**src/rtl/ram_fifo_ctrl.sv**
```systemverilog
// FIFO controller that owns the single port of an external 32x4 RAM.
// Words are written into the RAM, read back one at a time and delivered through a one-word output register.
module ram_fifo_ctrl #(
    parameter int ADDR_W = 5,
    parameter int DATA_W = 4,
    parameter int DEPTH  = 32
) (
    input  logic              clk,
    input  logic              rst_n,
    input  logic              flush,
    input  logic              in_valid,
    output logic              in_ready,
    input  logic [DATA_W-1:0] in_data,
    output logic              out_valid,
    input  logic              out_ready,
    output logic [DATA_W-1:0] out_data,
    output logic              ram_enable,
    output logic              ram_wen,
    output logic [ADDR_W-1:0] ram_address,
    output logic [DATA_W-1:0] ram_data_in,
    input  logic [DATA_W-1:0] ram_data_out,
    output logic [ADDR_W:0]   count,
    output logic              full,
    output logic              empty
);

    localparam logic [ADDR_W:0] DEPTH_C = (ADDR_W+1)'(DEPTH);

    logic [ADDR_W-1:0] wr_ptr_reg, wr_ptr_next;
    logic [ADDR_W-1:0] rd_ptr_reg, rd_ptr_next;
    logic [ADDR_W:0]   count_reg, count_next;
    logic              rd_pend_reg, rd_pend_next;
    logic              out_valid_reg, out_valid_next;
    logic [DATA_W-1:0] out_data_reg, out_data_next;

    logic rd_sel;
    logic wr_fire;

    // A read is only issued when the output register is guaranteed to be free when the data returns.
    assign rd_sel   = rst_n && !flush && (count_reg != '0) && !rd_pend_reg
                      && (!out_valid_reg || out_ready);
    assign in_ready = rst_n && !flush && !rd_sel && (count_reg != DEPTH_C);
    assign wr_fire  = in_valid && in_ready;

    assign ram_enable  = rd_sel || wr_fire;
    assign ram_wen     = wr_fire;
    assign ram_address = rd_sel ? rd_ptr_reg : wr_ptr_reg;
    assign ram_data_in = in_data;

    always_comb begin
        wr_ptr_next    = wr_ptr_reg;
        rd_ptr_next    = rd_ptr_reg;
        count_next     = count_reg;
        rd_pend_next   = rd_sel;
        out_valid_next = out_valid_reg;
        out_data_next  = out_data_reg;

        if (flush) begin
            // The in-flight read, if any, is dropped by clearing rd_pend; out_data keeps its stale value.
            wr_ptr_next    = '0;
            rd_ptr_next    = '0;
            count_next     = '0;
            rd_pend_next   = 1'b0;
            out_valid_next = 1'b0;
        end else begin
            if (wr_fire) begin
                wr_ptr_next = wr_ptr_reg + 1'b1;
                count_next  = count_reg + 1'b1;
            end
            if (rd_sel) begin
                rd_ptr_next = rd_ptr_reg + 1'b1;
                count_next  = count_reg - 1'b1;
            end
            if (rd_pend_reg) begin
                out_data_next  = ram_data_out;
                out_valid_next = 1'b1;
            end else if (out_ready) begin
                out_valid_next = 1'b0;
            end
        end
    end

    always_ff @(posedge clk or negedge rst_n) begin
        if (!rst_n) begin
            wr_ptr_reg    <= '0;
            rd_ptr_reg    <= '0;
            count_reg     <= '0;
            rd_pend_reg   <= 1'b0;
            out_valid_reg <= 1'b0;
            out_data_reg  <= '0;
        end else begin
            wr_ptr_reg    <= wr_ptr_next;
            rd_ptr_reg    <= rd_ptr_next;
            count_reg     <= count_next;
            rd_pend_reg   <= rd_pend_next;
            out_valid_reg <= out_valid_next;
            out_data_reg  <= out_data_next;
        end
    end

    assign out_valid = out_valid_reg;
    assign out_data  = out_data_reg;
    assign count     = count_reg;
    assign full      = (count_reg == DEPTH_C);
    assign empty     = (count_reg == '0) && !rd_pend_reg && !out_valid_reg;

endmodule

```
**config.mk**
```make
export PLATFORM = sky130hd
export DESIGN_NAME = ram_fifo_ctrl
export DESIGN_NICKNAME = d
export VERILOG_FILES = /design/src/rtl/ram_fifo_ctrl.sv
export SDC_FILE = /design/constraint.sdc
export NUM_CORES = 1
export LEC_CHECK = 0
export CORE_MARGIN = 3
export CORE_UTILIZATION = 47
export DETAILED_ROUTE_END_ITERATION = 10
export PLACE_DENSITY_LB_ADDON = 0.1
export RECOVER_POWER = 100
export SKIP_LAST_GASP = 1
export SLEW_MARGIN = 25
export SYNTH_ARGS = -nofsm -noshare
export SYNTH_HDL_FRONTEND = slang
export SYNTH_SLANG_ARGS = --single-unit
```
**constraint.sdc**
```tcl
create_clock -name clk -period 3.4 [get_ports clk]
set_input_delay 0.51 -clock clk [delete_from_list [all_inputs] [get_ports clk]]
set_output_delay 0.51 -clock clk [all_outputs]
set_load 0.01 [all_outputs]
```
# Yosys cells after proc, flatten, opt, wreduce, memory -nomap -nowiden
# Index checks and enable logic that the tools add are counted.
[op_classes]
addsub = 4
n_eq_ne = 2
mux = 12
n_bitwise = 1
n_reduce_logical = 22
[ops]
columns = ["cell", "n"]
rows = [
  ["two-way mux 5 bit", 5],
  ["two-way mux 6 bit", 3],
  ["adder 5 x 1 -> 5 bit, second input constant", 2],
  ["logical AND 1 bit", 9],
  ["adder 6 x 1 -> 6 bit, second input constant", 1],
  ["equality test 6 bit, second input constant", 1],
  ["zero test 6 bit", 1],
  ["inequality test 6 bit, second input constant", 1],
  ["nonzero test 3 bit", 2],
  ["nonzero test 6 bit", 1],
  ["subtractor 6 x 1 -> 6 bit, second input constant", 1],
  ["zero test 1 bit", 4],
  ["two-way mux 1 bit", 4],
  ["nonzero test 2 bit", 2],
  ["logical OR 1 bit", 2],
  ["AND reduction 2 bit", 1],
  ["NOT 1 bit", 1],
]
[word_totals]
ff_bits = 22
output_inout_bits = 25
elab_cells = 47

# Logic depth before layout (Yosys ltp)
# Gate-level depths: netlist (run 1).
[logic_depth]
word_depth = 12
mapped_depth = 12
ltp_nobuf = 11

# Worst setup path before layout (run 1)
# Ideal clock, no wire load.
[synth_path]
path_type = "register -> register"
from = "reg count_reg[1], in the netlist count[1]"
to = "reg count_reg[4], in the netlist count[4]"
arrival_ps = 2843
required_ps = 3279
slack_ps = 436
path_stages_with_launch = 12
period_less_slack_ps = 2964
cell_sequence = "dfrtp_1 > or4_4 > or3_4 > nand3_2 > inv_1 > buf_2 > xnor2_1 > ha_1 > or3_2 > a31oi_1 > xnor2_1 > a22o_1"
[synth_between]
elab_chain_cells = 9
word_cells_on_any_way = 15
[synth_lines]
columns = ["element", "line_no", "rtl"]
rows = [
  ["start: declaration", "31", "logic [ADDR_W:0] count_reg, count_next;"],
  ["start signal: assignment", "94", "count_reg <= count_next;"],
  ["branches (longest 9 deep; another with adder 6 x 1 -> 6 bit)", "--", ""],
]
# Several ways; the timed one is not identified. The select of a mux whose other input is x is not followed.
# A chain may end at the register's enable or synchronous reset.

# Worst setup path in the final report (run 1)
[layout_path]
from = "reg count_reg[1], in the netlist count[1]"
to = "out ram_address[3]"
[layout_between]
elab_chain_cells = 5
[layout_lines]
columns = ["element", "line_no", "rtl"]
rows = [
  ["nonzero test 6 bit", "40", "assign rd_sel = rst_n && !flush && (count_reg != '0) && !rd_pend_reg"],
  ["logical AND 1 bit (2 in a row)", "40", ""],
  ["logical AND 1 bit", "41", "&& (!out_valid_reg || out_ready);"],
  ["two-way mux 5 bit", "47", "assign ram_address = rd_sel ? rd_ptr_reg : wr_ptr_reg;"],
  ["end: declaration", "19", "output logic [ADDR_W-1:0] ram_address,"],
]
# Every way passes these cells.

==> results of run 1 <==
-- report_power, final --
part	internal, uW	switching, uW	total, uW
clock network	65.4	82.5	148
registers	308	45.0	353
logic	194	182	376
-- cell families after synthesis --
family                   Yosys count  share of synthesized area [%]
AO/OA/AOI/OAI                     20                           12.2
XOR/XNOR                          11                           7.35
adder cells (fa/ha/maj)            5                           4.77
buffers and inverters             14                           6.39
flip-flops                        22                           42.0
multiplexers                       6                           5.06
AND/OR/NAND/NOR                   58                           22.2
-- routing by layer --
| layer | track usage [%] | wire (um) |
|---|---|---|
| met4 | 6.47 | 35 |
| met5 | 0 | 0 |
| met3 | 5.04 | 196 |
| met1 | 25.0 | 1300 |
| met2 | 32.2 | 1480 |
-- how the worst max path moves through the flow --
stage / start / to / slack (ps) / cells after the start
2_1_floorplan: count[1]$_DFFE_PN0P_ / count[4]$_DFFE_PN0P_ / 440 / 11
3_3_place_gp: rst_n / ram_enable / 440 / 5
3_5_place_dp: count[0]$_DFFE_PN0P_ / count[4]$_DFFE_PN0P_ / 440 / 10
4_1_cts: count[1]$_DFFE_PN0P_ / ram_address[3] / 160 / 8
5_1_grt: count[1]$_DFFE_PN0P_ / ram_address[2] / 50 / 8
6_report: count[1]$_DFFE_PN0P_ / ram_address[3] / 170 / 8
-- per-stage QoR --
stage / setup slack, ps / utilization, % / total power [uW]
CTS: 165 / 64.6 / 912
global route: 46.3 / 64.0 / 939
floorplan: 436 / - / 591
global placement: 437 / 63.2 / 750
finish: 172 / 64.0 / 877
detailed placement: 443 / 63.2 / 761
-- worst max-delay path, cell delays in order (launching register included) --
cell and delay, ps:
dfrtp_1 450, or4_4 580, or3_4 370, nand3_2 100
inv_1 110, buf_4 190, nand2_1 70, nand2_1 50
clkdlybuf4s50_1 480
-- layout make-up --
type	count	area [sq um]	area share, %
tap	30	37.5	2.28
sequential	22	551	33.5
timing repair buffer	35	324	19.7
clock buffer	4	36.3	2.21
multi-input combinational	100	672	40.9
inverter	6	22.5	1.37
-- placed cells by master (no fill, tap or decap), types with 2 or more instances in the layout --
cell,count
nand2_1,23
nor2_1,13
nor3_1,3
a21o_1,2
o21ai_0,3
inv_1,6
clkbuf_4,3
mux2_2,5
dfrtp_1,22
nor2b_1,2
a31oi_1,2
nand2b_1,2
a22o_1,2
clkdlybuf4s50_1,11
xor2_1,6
nand4_1,4
a21oi_2,2
ha_1,5
buf_4,3
nand3b_1,3
xnor2_1,5
dlygate4sd3_1,18
clkbuf_1,3
==> impl_metrics.env, run 1 <==
export IMPL_outcome="complete, no violations"
export IMPL_drtPass1Iterations=4
export IMPL_rsz0062_at_grt="false"
export IMPL_cts_tree="built"
export IMPL_cp_arrival_ps=2720
export IMPL_fill_cells=238
export IMPL_die_area_sq_um=3460
export IMPL_grt_pass1_wl_um=5150
export IMPL_cp_required_ps=2890
export IMPL_async_flop_share_pct=100
export IMPL_fin_nets=186
export IMPL_drt_iter0_markers=37
export IMPL_netlist_area_sq_um=1310
export IMPL_slew_headroom_pct=52.0
export IMPL_drv_cap=0
export IMPL_cp_start_kind="flop"
export IMPL_clock_fmax_mhz=310
export IMPL_period_minus_slack_ps=3230
export IMPL_grt_overflow_total=0
export IMPL_yosysSeqAreaShare_pct=42.0
export IMPL_endpoint_kind="output port"
export IMPL_min_to="out_data[2]$_DFFE_PN0P_"
export IMPL_fin_area_sq_um=1640
export IMPL_clock_skew_ps=22.9
export IMPL_hold_depth=1
export IMPL_largest_reg_flops=6
export IMPL_drv_slew=0
export IMPL_synth_nets=154
export IMPL_reg2reg_depth=10
export IMPL_reg2reg_from="count[1]$_DFFE_PN0P_"
export IMPL_leakagePower_uw=0.000790
export IMPL_ys_warn_count=0
export IMPL_syn_avg_cell_area_sq_um=9.64
export IMPL_cts_resized=0
export IMPL_die_w_um=58.8
export IMPL_drc_errors=0
export IMPL_grt_max_degree=25
export IMPL_min_from="out_data[2]$_DFFE_PN0P_"
export IMPL_wl_um=3010
export IMPL_hold_buffers=0
export IMPL_synth_edff_count=0
export IMPL_setup_viol=0
export IMPL_rows=18
export IMPL_placed_area_sq_um=1620
export IMPL_io_pins=38
export IMPL_h_tree_depth=1
export IMPL_detail_route_antenna_nets=0
export IMPL_tightestPinTransition_ps=720
export IMPL_start_util_pct=51.1
export IMPL_postCtsSetupRepairBufs=0
export IMPL_vias=1082
export IMPL_synth_top_area_share_pct=42.0
export IMPL_yosysTopAreaCell="dfrtp_1"
export IMPL_first_global_vias=1147
export IMPL_clockBufferDepth=2
export IMPL_synthCells=136
export IMPL_netlist_cell_type_count=39
export IMPL_antenna_found_initial=0
export IMPL_post_drt_wl_per_cell_um=15.3
export IMPL_synth_common_cells="nand2_1, dfrtp_1, nor2_1, inv_1, xor2_1"
export IMPL_ir_worst_vdd_mv=0.375
export IMPL_layout_drive_gt1_share_pct=12.0
export IMPL_portBuffers=29
export IMPL_worst_hold_slack_ps=513
export IMPL_powerDensity_nw_per_um2=534
export IMPL_cp_max_fo=9
export IMPL_yosys_top_cells_area="dfrtp_1, nand2_1, ha_1"
export IMPL_die_h_um=58.8
export IMPL_crit_type="flop to output port"
export IMPL_synth_ff_type="dfrtp_1"
export IMPL_synth_ff_latch_count=22
export IMPL_hold_viol_final=0
export IMPL_tns_ps=0
export IMPL_dp_cells=193
export IMPL_fin_crit_sh_pct=94.9
export IMPL_dp_hpwl_um=2280
export IMPL_cts_root_buf="clkbuf_4"
export IMPL_timing_rr_end="count[4]$_DFFE_PN0P_"
export IMPL_clk_latency_ps=320
export IMPL_fin_cells=197
export IMPL_n_antenna_cell=0
export IMPL_r2r_slack_ps=440
export IMPL_design_core_area_sq_um=2570
export IMPL_grt_total_usage_pct=19.6
export IMPL_cts_sinks=22
export IMPL_cts_buffers=3
export IMPL_via_per_inst=5.49
export IMPL_hold_class="flop to flop"
export IMPL_yosysMostFrequentCell="nand2_1"
export IMPL_clk_pin_slew_worst_paths_ps=140
export IMPL_place_congestion=0.861
export IMPL_area_growth_pct=25.3
Power figures use the tool's default switching activity.
==> run 2: changes to the inputs <==
==> constraint.sdc (replaced) <==
create_clock -name clk -period 3.4 [get_ports clk]
set_input_delay 0.34 -clock clk [delete_from_list [all_inputs] [get_ports clk]]
set_output_delay 0.34 -clock clk [all_outputs]
set_load 0.01 [all_outputs]
==> impl_metrics.env, run 2 (synthesis gave the netlist of run 1 again) <==
export IMPL_outcome="complete, no violations"
export IMPL_io_pins=38
export IMPL_clock_fmax_mhz=311
export IMPL_reg2reg_from="count[0]$_DFFE_PN0P_"
export IMPL_fin_crit_sh_pct=94.5
export IMPL_switching_power_uw=302
export IMPL_layout_drive_gt1_share_pct=10.9
export IMPL_crit_type="flop to output port"
export IMPL_pwr_share_comb_pct=42.4
export IMPL_r2r_slack_ps=290
export IMPL_pwr_share_seq_pct=40.6
export IMPL_power_internal_uw=563
export IMPL_grt_total_usage_pct=18.3
export IMPL_largest_reg_flops=6
export IMPL_die_h_um=58.8
export IMPL_cts_buffers=3
export IMPL_clk_latency_ps=310
export IMPL_dr_wl_met2_um=1320
export IMPL_cts_root_buf="clkbuf_4"
export IMPL_clockPowerShare_pct=17.1
export IMPL_met3_wirelength_um=188
export IMPL_top_layer="met4"
export IMPL_area_growth_pct=24.0
export IMPL_drc_errors=0
export IMPL_final_cell_mix="nand2_1, dfrtp_1, dlygate4sd3_1"
export IMPL_max_stage_delay_ps=580
export IMPL_hold_class="input pin to asynchronous set/reset pin"
export IMPL_cp_start_kind="flop"
export IMPL_drv_cap=0
export IMPL_leakagePower_uw=0.000800
export IMPL_timing_rr_end="count[4]$_DFFE_PN0P_"
export IMPL_rsz0062_at_grt="false"
export IMPL_critPathBufInv=2
export IMPL_endpoint_kind="output port"
export IMPL_hold_viol_final=0
export IMPL_tns_ps=0
export IMPL_h_tree_depth=1
export IMPL_vias=1084
export IMPL_path_cells="or4_4 -> or3_4 -> nand3_1 -> inv_1 -> nor3_1 -> clkdlybuf4s50_1"
export IMPL_cts_resized=0
export IMPL_cp_max_fo=13
export IMPL_start_util_pct=51.1
export IMPL_fin_util_pct=63.4
export IMPL_postCtsSetupRepairBufs=0
export IMPL_first_global_vias=1090
export IMPL_antenna_found_initial=0
export IMPL_clk_pin_slew_worst_paths_ps=130
export IMPL_design_core_area_sq_um=2570
export IMPL_drt_iter0_markers=44
export IMPL_place_congestion=0.901
export IMPL_rows=18
export IMPL_cp_required_ps=3060
export IMPL_drt_met1_wl_um=1320
export IMPL_clockBufferDepth=2
export IMPL_drtPass1Iterations=4
export IMPL_die_w_um=58.8
export IMPL_fill_cells=252
export IMPL_cts_tree="built"
export IMPL_detail_route_antenna_nets=0
export IMPL_n_antenna_cell=0
export IMPL_grt_pass1_wl_um=4800
export IMPL_period_minus_slack_ps=3210
export IMPL_grt_overflow_total=0
export IMPL_grt_max_degree=25
export IMPL_cp_slowest_cell="clkdlybuf4s50_1"
export IMPL_clock_skew_ps=9.19
export IMPL_cp_arrival_ps=2870
export IMPL_cts_sinks=22
export IMPL_reg2reg_depth=10
export IMPL_post_drt_wl_per_cell_um=14.8
export IMPL_fin_nets=184
export IMPL_powerDensity_nw_per_um2=532
export IMPL_hold_buffers=0
export IMPL_slew_headroom_pct=53.7
export IMPL_dp_hpwl_um=2180
export IMPL_setup_viol=0
export IMPL_portBuffers=29
export IMPL_wl_um=2880
export IMPL_die_area_sq_um=3460
export IMPL_drv_slew=0
export IMPL_cp_top_family="simple AND/OR/NAND/NOR gates"
export IMPL_final_common_cell="nand2_1"
export IMPL_tightestPinTransition_ps=695
export IMPL_p_sw_share_pct=34.9
export IMPL_ir_worst_vdd_mv=0.440
export IMPL_via_per_inst=5.56
==> run 2: metrics by stage <==
stage / power, uW / hold slack [ps] / cell area (sq um) / setup WS [ps] / instances
2_1_floorplan: 591 / 44.4 / 1310 / 436 / 136
3_5_place_dp: 752 / 500 / 1610 / 357 / 191
6_report: 865 / 468 / 1630 / 188 / 195
5_1_grt: 926 / 502 / 1630 / 68.6 / 195
4_1_cts: 901 / 417 / 1640 / 245 / 195
3_3_place_gp: 743 / 490 / 1610 / 407 / 191
==> run 2: metal layers <==
layer | vias to the layer above | GRT usage, %
li1 | 524 | -
met1 | 513 | 23.9
met2 | 42 | 29.3
met3 | 5 | 3.51
met4 | 0 | 8.09
met5 | - | 0
==> run 2: power by group through the flow <==
stage	Clock [uW]	Combinational, uW	Sequential [uW]
6_report	147	367	351
5_1_grt	165	403	358
4_1_cts	152	397	352
3_5_place_dp	0	395	357
3_3_place_gp	0	390	353
2_1_floorplan	0	223	368
==> run 2: cell type report <==
class | instances | area (sq um) | share of cell area, %
Multi-Input combinational cell | 100 | 667 | 41.0
Inverter | 6 | 22.5 | 1.38
Timing Repair Buffer | 33 | 313 | 19.2
Tap cell | 30 | 37.5 | 2.31
Clock buffer | 4 | 36.3 | 2.23
Sequential cell | 22 | 551 | 33.8
==> run 2: worst max path at each step <==
stage	startpoint	slack, ps	depth (start not counted)	end
after floorplan	count[1]$_DFFE_PN0P_	440	11	count[4]$_DFFE_PN0P_
after global placement	count[1]$_DFFE_PN0P_	410	10	count[4]$_DFFE_PN0P_
after detailed placement	count[0]$_DFFE_PN0P_	360	10	count[4]$_DFFE_PN0P_
after CTS	count[0]$_DFFE_PN0P_	240	6	in_ready
after global routing	count[1]$_DFFE_PN0P_	70	6	in_ready
final	count[0]$_DFFE_PN0P_	190	6	in_ready
==> run 3: changes to the inputs <==
--- a/config.mk
+++ b/config.mk
@@ -7,7 +7,10 @@
 export LEC_CHECK = 0
 export CORE_MARGIN = 3
 export CORE_UTILIZATION = 47
+export CTS_CLUSTER_SIZE = 25
 export DETAILED_ROUTE_END_ITERATION = 10
+export GPL_ROUTABILITY_DRIVEN = 0
+export HOLD_SLACK_MARGIN = 0.02
 export PLACE_DENSITY_LB_ADDON = 0.1
 export RECOVER_POWER = 100
 export SKIP_LAST_GASP = 1
==> results of run 3 <==
Same layout as run 2: the final DEF is identical, and so are final timing and power.
